$ cat src/rtl/fft_twiddle_gen_pkg.sv
// Shared constants and state encoding for the 2D FFT twiddle generator.
// Twiddles are signed Q8 words (1.0 = 256) sized for the butterfly multiplier.
package fft_twiddle_gen_pkg;

    localparam int N     = 32;
    localparam int LOG2N = 5;
    localparam int WW    = 16;
    localparam int FRAC  = 8;
    localparam int IW    = LOG2N - 1;

    typedef enum logic {
        IDLE = 1'b0,
        RUN  = 1'b1
    } state_t;

endpackage

$ cat src/rtl/fft_twiddle_rom.sv
// Combinational N-entry cosine/sine table in Q8, rounded half away from zero.
// Returns cos and +sin; the caller decides the sign of the imaginary part.
module fft_twiddle_rom
    import fft_twiddle_gen_pkg::*;
(
    input  logic [LOG2N-1:0]     k,
    output logic signed [WW-1:0] cos_v,
    output logic signed [WW-1:0] sin_v
);

    always_comb begin
        cos_v = '0;
        sin_v = '0;
        case (k)
            5'd0:  begin cos_v =  16'sd256; sin_v =  16'sd0;   end
            5'd1:  begin cos_v =  16'sd251; sin_v =  16'sd50;  end
            5'd2:  begin cos_v =  16'sd237; sin_v =  16'sd98;  end
            5'd3:  begin cos_v =  16'sd213; sin_v =  16'sd142; end
            5'd4:  begin cos_v =  16'sd181; sin_v =  16'sd181; end
            5'd5:  begin cos_v =  16'sd142; sin_v =  16'sd213; end
            5'd6:  begin cos_v =  16'sd98;  sin_v =  16'sd237; end
            5'd7:  begin cos_v =  16'sd50;  sin_v =  16'sd251; end
            5'd8:  begin cos_v =  16'sd0;   sin_v =  16'sd256; end
            5'd9:  begin cos_v = -16'sd50;  sin_v =  16'sd251; end
            5'd10: begin cos_v = -16'sd98;  sin_v =  16'sd237; end
            5'd11: begin cos_v = -16'sd142; sin_v =  16'sd213; end
            5'd12: begin cos_v = -16'sd181; sin_v =  16'sd181; end
            5'd13: begin cos_v = -16'sd213; sin_v =  16'sd142; end
            5'd14: begin cos_v = -16'sd237; sin_v =  16'sd98;  end
            5'd15: begin cos_v = -16'sd251; sin_v =  16'sd50;  end
            5'd16: begin cos_v = -16'sd256; sin_v =  16'sd0;   end
            5'd17: begin cos_v = -16'sd251; sin_v = -16'sd50;  end
            5'd18: begin cos_v = -16'sd237; sin_v = -16'sd98;  end
            5'd19: begin cos_v = -16'sd213; sin_v = -16'sd142; end
            5'd20: begin cos_v = -16'sd181; sin_v = -16'sd181; end
            5'd21: begin cos_v = -16'sd142; sin_v = -16'sd213; end
            5'd22: begin cos_v = -16'sd98;  sin_v = -16'sd237; end
            5'd23: begin cos_v = -16'sd50;  sin_v = -16'sd251; end
            5'd24: begin cos_v =  16'sd0;   sin_v = -16'sd256; end
            5'd25: begin cos_v =  16'sd50;  sin_v = -16'sd251; end
            5'd26: begin cos_v =  16'sd98;  sin_v = -16'sd237; end
            5'd27: begin cos_v =  16'sd142; sin_v = -16'sd213; end
            5'd28: begin cos_v =  16'sd181; sin_v = -16'sd181; end
            5'd29: begin cos_v =  16'sd213; sin_v = -16'sd142; end
            5'd30: begin cos_v =  16'sd237; sin_v = -16'sd98;  end
            5'd31: begin cos_v =  16'sd251; sin_v = -16'sd50;  end
            default: ;
        endcase
    end

endmodule

$ cat src/rtl/fft_twiddle_gen.sv
// Sweeps (n1,n2) over one FFT stage and streams the W2/W3/W4 twiddle triples
// on a valid/ready interface; inv selects conjugated (IFFT) twiddles.
module fft_twiddle_gen
    import fft_twiddle_gen_pkg::*;
(
    input  logic          clk,
    input  logic          rst_n,
    input  logic          start,
    input  logic [2:0]    stage,
    input  logic          inv,
    output logic          busy,
    output logic          done,
    output logic          tw_valid,
    input  logic          tw_ready,
    output logic          tw_last,
    output logic [IW-1:0] n1_o,
    output logic [IW-1:0] n2_o,
    output logic [WW-1:0] W_real_2,
    output logic [WW-1:0] W_imag_2,
    output logic [WW-1:0] W_real_3,
    output logic [WW-1:0] W_imag_3,
    output logic [WW-1:0] W_real_4,
    output logic [WW-1:0] W_imag_4
);

    state_t state, state_nxt;

    logic [2:0]       stage_q;
    logic             inv_q;
    logic [IW-1:0]    n1, n2, hm1;
    logic             loaded_all;
    logic             start_ok, accept, load_en, last_pos;
    logic [LOG2N-1:0] k2, k3, k4;

    logic signed [WW-1:0] c2, s2, c3, s3, c4, s4;

    logic                 vld_p0, last_p0, done_p0;
    logic [IW-1:0]        n1_p0, n2_p0;
    logic signed [WW-1:0] w2r_p0, w2i_p0, w3r_p0, w3i_p0, w4r_p0, w4i_p0;

    // Forward twiddles carry -sin; the inverse transform uses the conjugate.
    function automatic logic signed [WW-1:0] imag_of(input logic signed [WW-1:0] s,
                                                     input logic conj);
        return conj ? s : -s;
    endfunction

    function automatic logic [LOG2N-1:0] expo(input logic [LOG2N-1:0] idx,
                                              input logic [2:0] sh);
        return idx << sh;
    endfunction

    assign start_ok = start && (int'(stage) < LOG2N);
    assign hm1      = IW'((N >> (int'(stage_q) + 1)) - 1);
    assign last_pos = (n1 == hm1) && (n2 == hm1);
    assign accept   = vld_p0 && tw_ready;
    assign load_en  = (state == RUN) && !loaded_all && (!vld_p0 || tw_ready);

    assign k2 = expo({1'b0, n2}, stage_q);
    assign k3 = expo({1'b0, n1}, stage_q);
    assign k4 = expo({1'b0, n1} + {1'b0, n2}, stage_q);

    fft_twiddle_rom u_rom2 (.k(k2), .cos_v(c2), .sin_v(s2));
    fft_twiddle_rom u_rom3 (.k(k3), .cos_v(c3), .sin_v(s3));
    fft_twiddle_rom u_rom4 (.k(k4), .cos_v(c4), .sin_v(s4));

    always_ff @(posedge clk or negedge rst_n) begin
        if (!rst_n) state <= IDLE;
        else        state <= state_nxt;
    end

    always_comb begin
        state_nxt = state;
        case (state)
            IDLE:    if (start_ok) state_nxt = RUN;
            RUN:     if (accept && last_p0) state_nxt = IDLE;
            default: state_nxt = IDLE;
        endcase
    end

    always_ff @(posedge clk or negedge rst_n) begin
        if (!rst_n) begin
            stage_q    <= '0;
            inv_q      <= 1'b0;
            n1         <= '0;
            n2         <= '0;
            loaded_all <= 1'b0;
            vld_p0     <= 1'b0;
            last_p0    <= 1'b0;
            done_p0    <= 1'b0;
        end else begin
            done_p0 <= (state == RUN) && accept && last_p0;
            if ((state == IDLE) && start_ok) begin
                stage_q    <= stage;
                inv_q      <= inv;
                n1         <= '0;
                n2         <= '0;
                loaded_all <= 1'b0;
            end else if (load_en) begin
                if (last_pos) loaded_all <= 1'b1;
                if (n2 == hm1) begin
                    n2 <= '0;
                    n1 <= n1 + 1'b1;
                end else begin
                    n2 <= n2 + 1'b1;
                end
            end
            if (load_en) begin
                vld_p0  <= 1'b1;
                last_p0 <= last_pos;
            end else if (accept) begin
                vld_p0  <= 1'b0;
                last_p0 <= 1'b0;
            end
        end
    end

    // Output stage p0: holds while the consumer stalls.
    always_ff @(posedge clk or negedge rst_n) begin
        if (!rst_n) begin
            n1_p0  <= '0;
            n2_p0  <= '0;
            w2r_p0 <= '0;
            w2i_p0 <= '0;
            w3r_p0 <= '0;
            w3i_p0 <= '0;
            w4r_p0 <= '0;
            w4i_p0 <= '0;
        end else if (load_en) begin
            n1_p0  <= n1;
            n2_p0  <= n2;
            w2r_p0 <= c2;
            w2i_p0 <= imag_of(s2, inv_q);
            w3r_p0 <= c3;
            w3i_p0 <= imag_of(s3, inv_q);
            w4r_p0 <= c4;
            w4i_p0 <= imag_of(s4, inv_q);
        end
    end

    assign busy     = (state == RUN);
    assign done     = done_p0;
    assign tw_valid = vld_p0;
    assign tw_last  = last_p0;
    assign n1_o     = n1_p0;
    assign n2_o     = n2_p0;
    assign W_real_2 = w2r_p0;
    assign W_imag_2 = w2i_p0;
    assign W_real_3 = w3r_p0;
    assign W_imag_3 = w3i_p0;
    assign W_real_4 = w4r_p0;
    assign W_imag_4 = w4i_p0;

endmodule

$ cat config.mk
export PLATFORM = sky130hd
export DESIGN_NAME = fft_twiddle_gen
export DESIGN_NICKNAME = d
export VERILOG_FILES = /design/src/rtl/fft_twiddle_gen_pkg.sv /design/src/rtl/fft_twiddle_rom.sv /design/src/rtl/fft_twiddle_gen.sv
export SDC_FILE = /design/constraint.sdc
export NUM_CORES = 1
export LEC_CHECK = 0
export ABC_AREA = 1
export BUFFER_PORTS_ARGS = -buffer_cell sky130_fd_sc_hd__buf_2
export CAP_MARGIN = 25
export CORE_ASPECT_RATIO = 0.75
export CORE_UTILIZATION = 31
export CTS_CLUSTER_DIAMETER = 150
export DETAILED_ROUTE_END_ITERATION = 7
export GPL_TIMING_DRIVEN = 0
export PLACE_DENSITY = 0.55
export SYNTH_ARGS = -nofsm -noshare
export SYNTH_HDL_FRONTEND = slang
export SYNTH_SLANG_ARGS = --single-unit
export TNS_END_PERCENT = 100
$ cat constraint.sdc
create_clock -name clk -period 5.3 [get_ports clk]
set_input_delay 1.06 -clock clk [delete_from_list [all_inputs] [get_ports clk]]
set_output_delay 1.06 -clock clk [all_outputs]
set_load 0.05 [all_outputs]
==> qor.yml <==
floorplan:
  io_pins: 116
  start_util_pct: 31.83
  die_h_um: 138.4
  fp.dieW_um: 183.9
  core_area_sq_um: 24160
  die_area_sq_um: 25450
  rows: 49
yosys:
  synth-seq-cells: 103
  syn-num-nets: 1168
  muxShareOfSynthArea_pct: 0
  synth_cell_types: 51
  synth_ff_type: "dfrtp_1"
  yosysSeqAreaShare_pct: 33.52
  synth_compound_area_share_pct: 13.90
  synth_top_family_by_area: "simple AND/OR/NAND/NOR gates"
  synth-edff-count: 0
  ys_async_sr_fraction_pct: 100.0
  avgSynthCellArea_sq_um: 6.829
  syn_inst: 1126
  synthXorXnorAreaFrac_pct: 1.367
  yosys_warnings: 0
  synthAdderAreaFrac_pct: 5.630
  synth_area_sq_um: 7690
  synth-simple-area-share_pct: 35.73
sta:
  min_period_ns: 4.035
  period_share_pct: 76.13
  relSlewSlack_pct: 27.99
  worstMarginPinSlew_ns: 1.080
  hold_viol: 0
  fin_tns_setup_ns: 0
  clock_skew_ns: 0.01382
  fmax_mhz: 247.8
  finalMaxSlewViolations: 0
  finalSetupViolCount: 0
  rsz0062_at_grt: "false"
layout:
  drive_gt1_share_pct: 20.27
  utilization_pct: 37.42
  final_cell_mix: "387 x nand2_1, 125 x buf_2, 104 x nand3_1"
  layout_commonest_cell: "nand2_1"
  n_antenna_cell: 0
  syn_to_final_growth_pct: 17.54
  final_cells: 1589
  fin_area_sq_um: 9039
  nets: 1295
setup_path:
  cp_max_fo: 9
  startpoint_type: "flop"
  rrSetupSlack_ns: 1.27
  worstPathArrival_ns: 4.29
  worst-setup-path-type: "flop to flop"
  cp-end-kind: "flop"
  worstPathRequired_ns: 5.56
detailed_routing:
  first_pass_iters: 6
  routed_via_density: 5.038
  drcViolationCount: 0
  routed_wl_um: 27220
  antenna_left: 0
  wl_per_cell_um: 17.13
  vias: 8005
  drt_iter0_drc: 913
global_route:
  track_usage_pct: 21.89
  grt_max_degree: 60
  grt_pass1_vias: 7435
  grt.overflow.total: 0
  grt_pass1_wl_um: 42920
  grt_antenna_before_repair: 0
clocking:
  cts_buffers: 9
  post_cts.repair.setup_buffers: 0
  clk_pin_slew_ns: 0.07
  clock-sinks: 103
  htreeDepth: 3
  cts_tree: "done"
  clockBufferDepth: 2
  cts_hold_buf: 0
  root_buffer: "clkbuf_16"
  insertion_delay_ns: 0.38
  cts_resized: 0
placed_design:
  gp_congestion: 0.9712
  dpl_cell_area_sq_um: 8710
  port_buffers: 115
  place_inst: 1573
  place_hpwl_um: 20480
job:
  drv_cap: 0
worst_hold_path:
  hold_path_class: "flop to flop"
outcome:
  status: "finished, final reports clean"
[critical path, stage by stage (launching register included)]
cell,delay [ns]
dfrtp_1,0.52
ha_1,0.30
fa_1,0.52
inv_1,0.08
nand2_1,0.08
nand3_1,0.33
inv_1,0.29
ha_1,0.21
nand3_1,0.15
nand3_1,0.13
nand2_1,0.05
nand2_1,0.07
nand2_1,0.11
inv_1,0.07
ha_1,0.20
nand3_1,0.10
nor2_2,0.22
nand3_1,0.11
nand3_1,0.08
nand2_1,0.11
nand2_1,0.13
nand2_1,0.06
[synthesized netlist by cell type (all sizes together), types with 3 or more instances]
cell | number | share of area [%]
xor2 | 7 | 0.80
buf | 44 | 4.2
nand4 | 5 | 0.41
nor3 | 4 | 0.26
a221oi | 5 | 0.57
dfrtp | 103 | 34
o22ai | 4 | 0.33
nor2 | 98 | 5.8
a31oi | 7 | 0.57
nand3 | 109 | 7.5
nand2 | 408 | 21
inv | 98 | 4.8
xnor2 | 5 | 0.57
a211oi | 3 | 0.29
a21oi | 45 | 3.2
nand3b | 4 | 0.39
o211ai | 4 | 0.39
or2 | 4 | 0.33
ha | 33 | 5.4
clkbuf | 16 | 0.78
o21ai | 103 | 7.0
[metal layers]
| metal | global-route usage [%] | routed length [um] | vias up |
|---|---|---|---|
| met5 | 0 | 0 | - |
| met4 | 4.912 | 311 | 0 |
| met3 | 3.793 | 1928 | 19 |
| li1 | - | - | 3904 |
| met1 | 33.67 | 13790 | 3772 |
| met2 | 31.40 | 11190 | 310 |
[state kept, by name, indices dropped and copies added (netlist names), 3 cells and up]
name / flops
n1: 4
stage_q: 3
W_imag_4: 16
W_imag_2: 16
n2: 4
W_imag_3: 16
n2_o: 4
W_real_2: 10
W_real_3: 10
n1_o: 4
W_real_4: 10
[per-stage QoR]
step | hold WS [ns] | setup WS, ns
5_1_grt | 0.5062 | 0.8778
3_5_place_dp | 0.4612 | 1.307
6_report | 0.4773 | 1.265
3_3_place_gp | 0.4604 | 1.285
2_1_floorplan | 0.4669 | 2.149
4_1_cts | 0.4818 | 1.285
[cells by family after synthesis]
kind of cell,count (synthesis)
buffers and inverters,159
XOR/XNOR,12
AO/OA/AOI/OAI,185
adder cells (fa/ha/maj),34
AND/OR/NAND/NOR,633
flip-flops,103
[layout make-up]
class	count	area, sq um
Clock buffer	10	239.0
Timing Repair Buffer	116	605.6
Buffer	60	381.6
Fill cell	2654	15120
Multi-Input combinational cell	864	4354
Clock inverter	6	90.09
Sequential cell	103	2577
Tap cell	331	414.1
Inverter	99	376.6
[path summary, 6_finish.rpt]
| check | start | to | cells after the start |
|---|---|---|---|
| worst max-delay path | n1[0] | W_imag_4[14] | 21 |
| min in group asynchronous | rst_n | W_real_4[7] | 1 |
| worst max register to register | n1[0] | W_imag_4[14] | 21 |
| worst min-delay path | W_imag_2[10] | W_imag_2[10] | 2 |
| worst min register to register | W_imag_2[10] | W_imag_2[10] | 2 |
| max in group asynchronous | rst_n | W_imag_4[4] | 2 |
Power is not shown: default switching activity piles up to over one toggle a cycle in this logic, so the estimate is an artifact.
